==> config.mk <==
export PLATFORM = sky130hd
export DESIGN_NAME = obstacle_tracker_flat
export DESIGN_NICKNAME = d
export VERILOG_FILES = /design/src/rtl/obstacle_tracker_if.sv /design/src/rtl/obstacle_tracker.sv /design/src/flat_wrapper.sv
export SDC_FILE = /design/constraint.sdc
export NUM_CORES = 1
export LEC_CHECK = 0
export CORE_UTILIZATION = 25
export CTS_CLUSTER_DIAMETER = 60
export CTS_CLUSTER_SIZE = 12
export DETAILED_ROUTE_END_ITERATION = 10
export PLACE_DENSITY_LB_ADDON = 0.12
export RECOVER_POWER = 100
export SYNTH_ARGS = -nofsm -noshare
export SYNTH_HDL_FRONTEND = slang
export SYNTH_SLANG_ARGS = --single-unit
==> constraint.sdc <==
create_clock -name clk -period 2.9 [get_ports clk]
set_clock_uncertainty 0.05 [all_clocks]
set_input_delay 0.58 -clock clk [delete_from_list [all_inputs] [get_ports clk]]
set_output_delay 0.58 -clock clk [all_outputs]
set_load 0.02 [all_outputs]
==> src/rtl/obstacle_tracker_if.sv <==
// Spawner and draw-FSM bus for obstacle_tracker.
// The master drives spawn requests and read indices; the slave returns slot data.
interface obstacle_tracker_if #(
    parameter int NUM_SLOTS = 4
);
    localparam int IW = $clog2(NUM_SLOTS);

    logic          spawn;
    logic [9:0]    spawn_y;
    logic [IW-1:0] rd_idx;
    logic          rd_valid;
    logic [9:0]    rd_x;
    logic [9:0]    rd_y;

    modport master (
        output spawn, spawn_y, rd_idx,
        input  rd_valid, rd_x, rd_y
    );

    modport slave (
        input  spawn, spawn_y, rd_idx,
        output rd_valid, rd_x, rd_y
    );
endinterface

==> src/rtl/obstacle_tracker.sv <==
// Obstacle slot table: allocates on spawn, moves left on tick, retires off-screen.
// Macro SPAWN_EDGE_EN: when defined, a held spawn allocates only on its rising edge.
module obstacle_tracker #(
    parameter int NUM_SLOTS = 4,
    parameter int X_START   = 639,
    parameter int Y_MAX     = 440,
    parameter int SPEED     = 4,
    localparam int CW       = $clog2(NUM_SLOTS + 1)
) (
    input  logic                  clk,
    input  logic                  reset,
    input  logic                  enable,
    input  logic                  tick,
    obstacle_tracker_if.slave     bus,
    output logic [CW-1:0]         count,
    output logic                  retire,
    output logic                  drop
);
    localparam logic [9:0] XS = 10'(X_START);
    localparam logic [9:0] YM = 10'(Y_MAX);
    localparam logic [9:0] SP = 10'(SPEED);

    logic [NUM_SLOTS-1:0] valid;
    logic [9:0]           x [NUM_SLOTS];
    logic [9:0]           y [NUM_SLOTS];

    logic [NUM_SLOTS-1:0] valid_n;
    logic [9:0]           x_n [NUM_SLOTS];
    logic [9:0]           y_n [NUM_SLOTS];
    logic [CW-1:0]        count_n;
    logic                 retire_n;
    logic                 drop_n;
    logic                 found;
    logic                 spawn_evt;
    logic                 accept;
    logic [9:0]           y_clamp;

`ifdef SPAWN_EDGE_EN
    logic spawn_q;

    // Spawn history: samples every cycle, even while disabled
    always_ff @(posedge clk) begin
        if (reset) spawn_q <= 1'b0;
        else       spawn_q <= bus.spawn;
    end

    assign spawn_evt = bus.spawn & ~spawn_q;
`else
    assign spawn_evt = bus.spawn;
`endif

    assign accept  = enable & spawn_evt;
    assign y_clamp = (bus.spawn_y > YM) ? YM : bus.spawn_y;

    // Next slot state: move/retire on tick, then allocate into a slot free at cycle start
    always_comb begin
        valid_n  = valid;
        x_n      = x;
        y_n      = y;
        retire_n = 1'b0;
        drop_n   = 1'b0;
        found    = 1'b0;
        count_n  = '0;
        if (enable && tick) begin
            for (int i = 0; i < NUM_SLOTS; i++) begin
                if (valid[i]) begin
                    if (x[i] < SP) begin
                        valid_n[i] = 1'b0;
                        x_n[i]     = '0;
                        y_n[i]     = '0;
                        retire_n   = 1'b1;
                    end else begin
                        x_n[i] = x[i] - SP;
                    end
                end
            end
        end
        if (accept) begin
            for (int i = 0; i < NUM_SLOTS; i++) begin
                if (!valid[i] && !found) begin
                    found      = 1'b1;
                    valid_n[i] = 1'b1;
                    x_n[i]     = XS;
                    y_n[i]     = y_clamp;
                end
            end
            if (!found) drop_n = 1'b1;
        end
        for (int i = 0; i < NUM_SLOTS; i++) begin
            count_n = count_n + CW'(valid_n[i]);
        end
    end

    // Slot table, status pulses and registered read port
    always_ff @(posedge clk) begin
        if (reset) begin
            valid        <= '0;
            count        <= '0;
            retire       <= 1'b0;
            drop         <= 1'b0;
            bus.rd_valid <= 1'b0;
            bus.rd_x     <= '0;
            bus.rd_y     <= '0;
            for (int i = 0; i < NUM_SLOTS; i++) begin
                x[i] <= '0;
                y[i] <= '0;
            end
        end else begin
            valid  <= valid_n;
            x      <= x_n;
            y      <= y_n;
            count  <= count_n;
            retire <= retire_n;
            drop   <= drop_n;
            if (int'(bus.rd_idx) < NUM_SLOTS) begin
                bus.rd_valid <= valid_n[bus.rd_idx];
                bus.rd_x     <= x_n[bus.rd_idx];
                bus.rd_y     <= y_n[bus.rd_idx];
            end else begin
                bus.rd_valid <= 1'b0;
                bus.rd_x     <= '0;
                bus.rd_y     <= '0;
            end
        end
    end
endmodule

==> src/flat_wrapper.sv <==
// flat-port wrapper written by rule: the top's interface ports become plain ports
module obstacle_tracker_flat 
#(
    parameter int NUM_SLOTS = 4,
    parameter int X_START   = 639,
    parameter int Y_MAX     = 440,
    parameter int SPEED     = 4,
    localparam int CW       = $clog2(NUM_SLOTS + 1)
)
  (clk, reset, enable, tick, count, retire, drop, bus_spawn, bus_spawn_y, bus_rd_idx, bus_rd_valid, bus_rd_x, bus_rd_y);
  obstacle_tracker_if #(.NUM_SLOTS(NUM_SLOTS)) bus_i ();
  input  logic clk;
  input  logic reset;
  input  logic enable;
  input  logic tick;
  output logic [CW-1:0] count;
  output logic retire;
  output logic drop;
  input wire logic [$bits(bus_i.spawn)-1:0] bus_spawn;
  input wire logic [$bits(bus_i.spawn_y)-1:0] bus_spawn_y;
  input wire logic [$bits(bus_i.rd_idx)-1:0] bus_rd_idx;
  output wire logic [$bits(bus_i.rd_valid)-1:0] bus_rd_valid;
  output wire logic [$bits(bus_i.rd_x)-1:0] bus_rd_x;
  output wire logic [$bits(bus_i.rd_y)-1:0] bus_rd_y;
  assign bus_i.spawn = bus_spawn;
  assign bus_i.spawn_y = bus_spawn_y;
  assign bus_i.rd_idx = bus_rd_idx;
  assign bus_rd_valid = bus_i.rd_valid;
  assign bus_rd_x = bus_i.rd_x;
  assign bus_rd_y = bus_i.rd_y;
  obstacle_tracker #(.NUM_SLOTS(NUM_SLOTS), .X_START(X_START), .Y_MAX(Y_MAX), .SPEED(SPEED)) u_core (.clk(clk), .reset(reset), .enable(enable), .tick(tick), .bus(bus_i), .count(count), .retire(retire), .drop(drop));
endmodule
Yosys cells after proc, flatten, opt, wreduce, memory -nomap -nowiden
Index checks and enable logic that the tools add are counted.

word-level totals
  register bits after elaboration = 110
  bits of input ports = 17

operators by class
  $add $sub $neg = 7
  order comparisons = 7
  muxes and demuxes = 68
  bitwise gates (word level) = 4
  reductions and logical operators = 12

operator list
  kind                                                                              number
  10-bit two-way mux                                                                29
  40-bit two-way mux                                                                4
  10-bit binary-select mux with 2-bit select                                        2
  10-bit by 3-bit < comparator with 1-bit output, second input constant             4
  10-bit by 3-bit subtractor with 10-bit output, second input constant              4
  1-bit two-way mux                                                                 30
  10-bit by 9-bit greater-than comparator with 1-bit output, second input constant  1
  4-bit two-way mux                                                                 2
  3-bit by 1-bit adder with 3-bit output                                            2
  1-bit zero test                                                                   6
  1-bit logical AND                                                                 4
  2-bit OR reduction                                                                2
  3-bit >= comparator, second input constant                                        1
  2-bit by 3-bit < comparator with 1-bit output, second input constant              1
  2-bit NOT with 3-bit output                                                       1
  1-bit by 1-bit adder with 2-bit output                                            1
  1-bit binary-select mux with 2-bit select                                         1
  1-bit NOT                                                                         2
  1-bit AND                                                                         1

Logic depth before layout (Yosys ltp)
  word-level depth = 17
  depth in mapped cells = 12

Worst setup path after synthesis
Ideal clock, no wire load.

  path type = input to register
  start point = input port tick
  end point = register u_core.count[1]
  setup time = 127 ps
  data arrival time = 2646 ps
  required time = 2723 ps
  slack = 77 ps
  stages = 12
  buffers on the path = 3
  path through = buf_2 > and3_1 > clkbuf_1 > and4_1 > buf_2 > nor2_1 > ha_1 > inv_1 > fa_1 > inv_1 > ha_1 > nor2b_1

on the way
  word-level cells in the longest chain between the ends = 7
  elaborated cells between the ends (all ways) = 10
  those cells by class = add/sub (3); mux (6); reduce/logical (1)

RTL lines
  item                                                      RTL line                 text
  from (decl)                                               flat_wrapper.sv:15       input logic tick;
  1-bit logical AND (*)                                     obstacle_tracker.sv:64   if (enable && tick) begin
  4-bit two-way mux (*)                                     obstacle_tracker.sv:64
  1-bit two-way mux                                         obstacle_tracker.sv:80   if (!valid[i] && !found) begin
  4-bit two-way mux (*)                                     obstacle_tracker.sv:78   if (accept) begin
  net u_core.valid_n[1]                                     obstacle_tracker.sv:27   logic [NUM_SLOTS-1:0] valid_n;
  1-bit by 1-bit adder with 2-bit output (*)                obstacle_tracker.sv:90   count_n = count_n + CW'(valid_n[i]);
  3-bit by 1-bit adder with 3-bit output (*) (2 in series)  obstacle_tracker.sv:90
  net u_core.count_n[1]                                     obstacle_tracker.sv:30   logic [CW-1:0] count_n;
  to (signal assigned)                                      obstacle_tracker.sv:112  count <= count_n;
  to (decl)                                                 obstacle_tracker.sv:15   output logic [CW-1:0] count,

Mark *: on every way through the listed nets, which the timed path passes. The rest lies on a longest branch.
A chain may end at the register's enable or synchronous reset.

Worst setup path in the final report
  start point = input port enable
  end point = register u_core.bus.rd_y[1]

on the way
  word-level cells in the longest chain between the ends = 7
  elaborated cells between the ends (all ways) = 11
  those cells by class = mux (9); bitwise (1); reduce/logical (1)

RTL lines
  item                                                        RTL line                   text
  from (decl)                                                 flat_wrapper.sv:14         input logic enable;
  1-bit logical AND                                           obstacle_tracker.sv:64
  40-bit two-way mux                                          obstacle_tracker.sv:64
  10-bit two-way mux                                          obstacle_tracker.sv:80
  40-bit two-way mux (*)                                      obstacle_tracker.sv:78
  10-bit binary-select mux with 2-bit select (*)              obstacle_tracker.sv:118    bus.rd_y <= y_n[bus.rd_idx];
  10-bit two-way mux (not written as such) (*) (2 in series)  obstacle_tracker.sv:118
  to (signal assigned)                                        obstacle_tracker.sv:118
  to (decl)                                                   obstacle_tracker_if.sv:22  output rd_valid, rd_x, rd_y

Mark *: on every way between the ends. The rest lies on a longest branch, timed or not. The select of a mux whose other input is x is not followed.

==> flow_summary_export.csv <==
group,metric,value,unit
outcome,status,"completed",
route,avgViaCountPerCell,5.24,
critical_path,path_cells,"clkdlybuf4s50_1, buf_4, and4_1, clkbuf_2, nand2b_1, o22ai_1, o22ai_1, nor4_1, buf_4",
route,wl_per_cell,19.1,µm
clocking,cts_setup_buffers,0,
logic_synthesis,synth_cell_types,68,
global_route,grt_antenna_before_repair,0,
placed_design,placed_area,6370,µm²
finish,drive_gt1_share,12.0,%
clocking,holdBufCountCts,0,
global_route,grt_overflow,0,
die,die_area,21400,µm²
sta,fin_crit_sh,91.8,%
logic_synthesis,synth_seq_cells,110,
global_route,grt_max_degree,20,
logic_synthesis,postSynth.asyncResetShare,0,%
die,core_area,20400,µm²
clocking,cts_resized,0,
clocking,htree_levels,3,
die,die_h,146,µm
finish,multiInputGateArea,2770,µm²
logic_synthesis,synth_top_cells_by_count,"dfxtp_1 (110), nor2_1 (77), nand2_1 (44)",
logic_synthesis,ys_seq_area_share,42.2,%
route,vias,5130,
sta,grt_setup_unrepaired,"false",
sta,maxSlewViolCount,0,
logic_synthesis,synth.area.top_cells,"dfxtp_1 (42%), nor2_1 (5.5%), a21oi_1 (3.9%), and2_1 (3.4%), nand2_1 (3.2%)",
logic_synthesis,synth_area,5210,µm²
power_and_ir_drop,seqPwrFrac,46.8,%
logic_synthesis,syn_inst,619,
logic_synthesis,syn_area_per_cell,8.42,µm²
logic_synthesis,synth_edf_count,0,
logic_synthesis,synth_top_area_share,42.2,%
power_and_ir_drop,internal_power,2480,µW
clocking,numCtsBuffers,9,
die,row_count,52,
sta,hold_viol_final,0,
die,start_util,25.6,%
critical_path,required,3.16,ns
sta,maxSlewHeadroom,51.0,%
power_and_ir_drop,combinationalPowerShare,12.6,%
power_and_ir_drop,irDropWorstVdd,0.290,mV
die,io_pins,43,
route,drc,0,
critical_path,slowest_stage,"clkdlybuf4s50_1",
critical_path,crit_path_end_kind,"register",
logic_synthesis,synth_fp_nets,643,
finish,nFillCells,2162,
placed_design,gp_congestion,0.852,
clocking,clockRootBuffer,"clkbuf_16",
global_route,grt_pass1_vias,4955,
route,firstDrtPassIters,5,
global_route,grtUsageTotal,17.8,%
critical_path,crit_fanout,10,
logic_synthesis,ys.flop_type,"dfxtp_1",
global_route,grt_pass1_wl,29000,µm
critical_path,critPathKind,"in2reg",
min_path,hold_path.class,"reg2reg",
critical_path,worstSetupStartpointType,"input port",
power_and_ir_drop,switching_power,883,µW
run,cap_violations,0,
power_and_ir_drop,swShare,26.2,%
placed_design,io_buffers,42,
placed_design,dp_hpwl,14500,µm
sta,worst_pin_slew,0.727,ns
logic_synthesis,synth_top_area_cell,"dfxtp_1",
logic_synthesis,synth.most_common_cell,"dfxtp_1",
power_and_ir_drop,clockPowerShare,40.6,%
sta,fin_tns_setup,0,ns
critical_path,cp.arrival,2.93,ns
finish,seq_area,2200,µm²
critical_path,worst_path_largest_cell_delay,0.54,ns
power_and_ir_drop,power_density,510,nW/µm²
sta,fin_crit,2.66,ns
finish,nets,728,
clocking,clk_path_buf_depth,2,
route,routed_wl,18700,µm
clocking,cts_tree,"yes",
sta,setup_viol,0,
finish,final_area,6600,µm²
logic_synthesis,ys_warn_count,0,
clocking,clkTransAtPathRegs,0.08,ns
die,die_width,146,µm
finish,final_core_util,32.4,%
clocking,cts.sinks,110,
power_and_ir_drop,fin_total_pwr,3360,µW
route,drt_iter0_drc,379,
clocking,insertion_delay,0.36,ns
route,final_antenna_net_count,0,
sta,fmax,376,MHz
finish,area_delta_synth_final,26.6,%
power_and_ir_drop,p_leak,0.00255,µW
finish,num_antenna_cells,0,
[per-stage QoR]
step	instances	setup WS [ns]	hold slack, ns
2_1_floorplan	619	0.0773	0.382
3_3_place_gp	963	-0.183	0.396
3_5_place_dp	963	-0.172	0.396
4_1_cts	979	0.193	0.407
5_1_grt	979	0.0698	0.426
6_report	979	0.238	0.406
[metal layers]
| metal | global-route usage [%] | vias up | wire [µm] |
|---|---|---|---|
| met5 | 0 | - | 0 |
| met4 | 7.55 | 0 | 439 |
| li1 | - | 2460 | - |
| met1 | 24.2 | 2504 | 9020 |
| met2 | 28.0 | 138 | 8470 |
| met3 | 2.78 | 28 | 759 |
[layout make-up]
| type | count | share of cell area (%) |
|---|---|---|
| Inverter | 14 | 0.796 |
| Timing Repair Buffer | 117 | 13.8 |
| Clock inverter | 7 | 1.48 |
| Sequential cell | 110 | 33.4 |
| Multi-Input combinational cell | 452 | 42.0 |
| Clock buffer | 9 | 3.41 |
| Tap cell | 270 | 5.12 |
[kinds of logic after synthesis]
group	Yosys count	share of synthesized area (%)
xor+xnor	6	1.01
mux	11	2.18
flops	110	42.2
buf+inv	57	4.39
simple gates	253	25.1
compound gates	175	23.3
fa+ha+maj	7	1.82
[final timing paths]
kind                start  depth (start not counted)  slack [ns]                 end
max                enable                          9        0.24  u_core.bus.rd_y[1]
min           u_core.y[7]                          2        0.41         u_core.y[7]
max reg2reg  u_core.x[23]                         11        0.27     u_core.count[1]
min reg2reg   u_core.y[7]                          2        0.41         u_core.y[7]
[cell usage in the layout, fill, tap and decap left out, types with 5 or more instances in the layout]
cell type / count
a211oi_1: 11
a21oi_1: 41
a221oi_1: 9
a22oi_1: 8
a311oi_1: 5
a31oi_1: 7
and2_0: 14
and2_1: 14
and3_1: 10
buf_4: 51
clkbuf_1: 20
clkbuf_16: 9
clkdlybuf4s50_1: 14
dfxtp_1: 110
dlygate4sd3_1: 27
ha_1: 6
inv_1: 13
mux2i_1: 8
nand2_1: 44
nand3_1: 13
nand4_1: 9
nor2_1: 78
nor2b_1: 8
nor3_1: 20
o21ai_0: 22
o22ai_1: 19
or3_1: 14
xor2_1: 6
[power groups by stage]
stage          Clock [µW]  Combinational [µW]  Sequential (µW)
3_3_place_gp            0                 438             1610
4_1_cts              1410                 437             1570
2_1_floorplan           0                 210             1630
6_report             1370                 424             1570
3_5_place_dp            0                 435             1610
5_1_grt              1460                 460             1580
[critical path: cells and delay by family]
kind            cells  cell delay [ns]
buf+inv             4             1.11
simple gates        3             0.79
compound gates      2             0.44
[registers in the layout, summed over array words and instances (netlist names)]
name,count
u_core.bus.rd_valid,1
u_core.valid,4
u_core.bus.rd_y,10
u_core.count,3
u_core.drop,1
u_core.retire,1
u_core.y,40
u_core.bus.rd_x,10
u_core.x,40
Power figures use the tool's default switching activity.
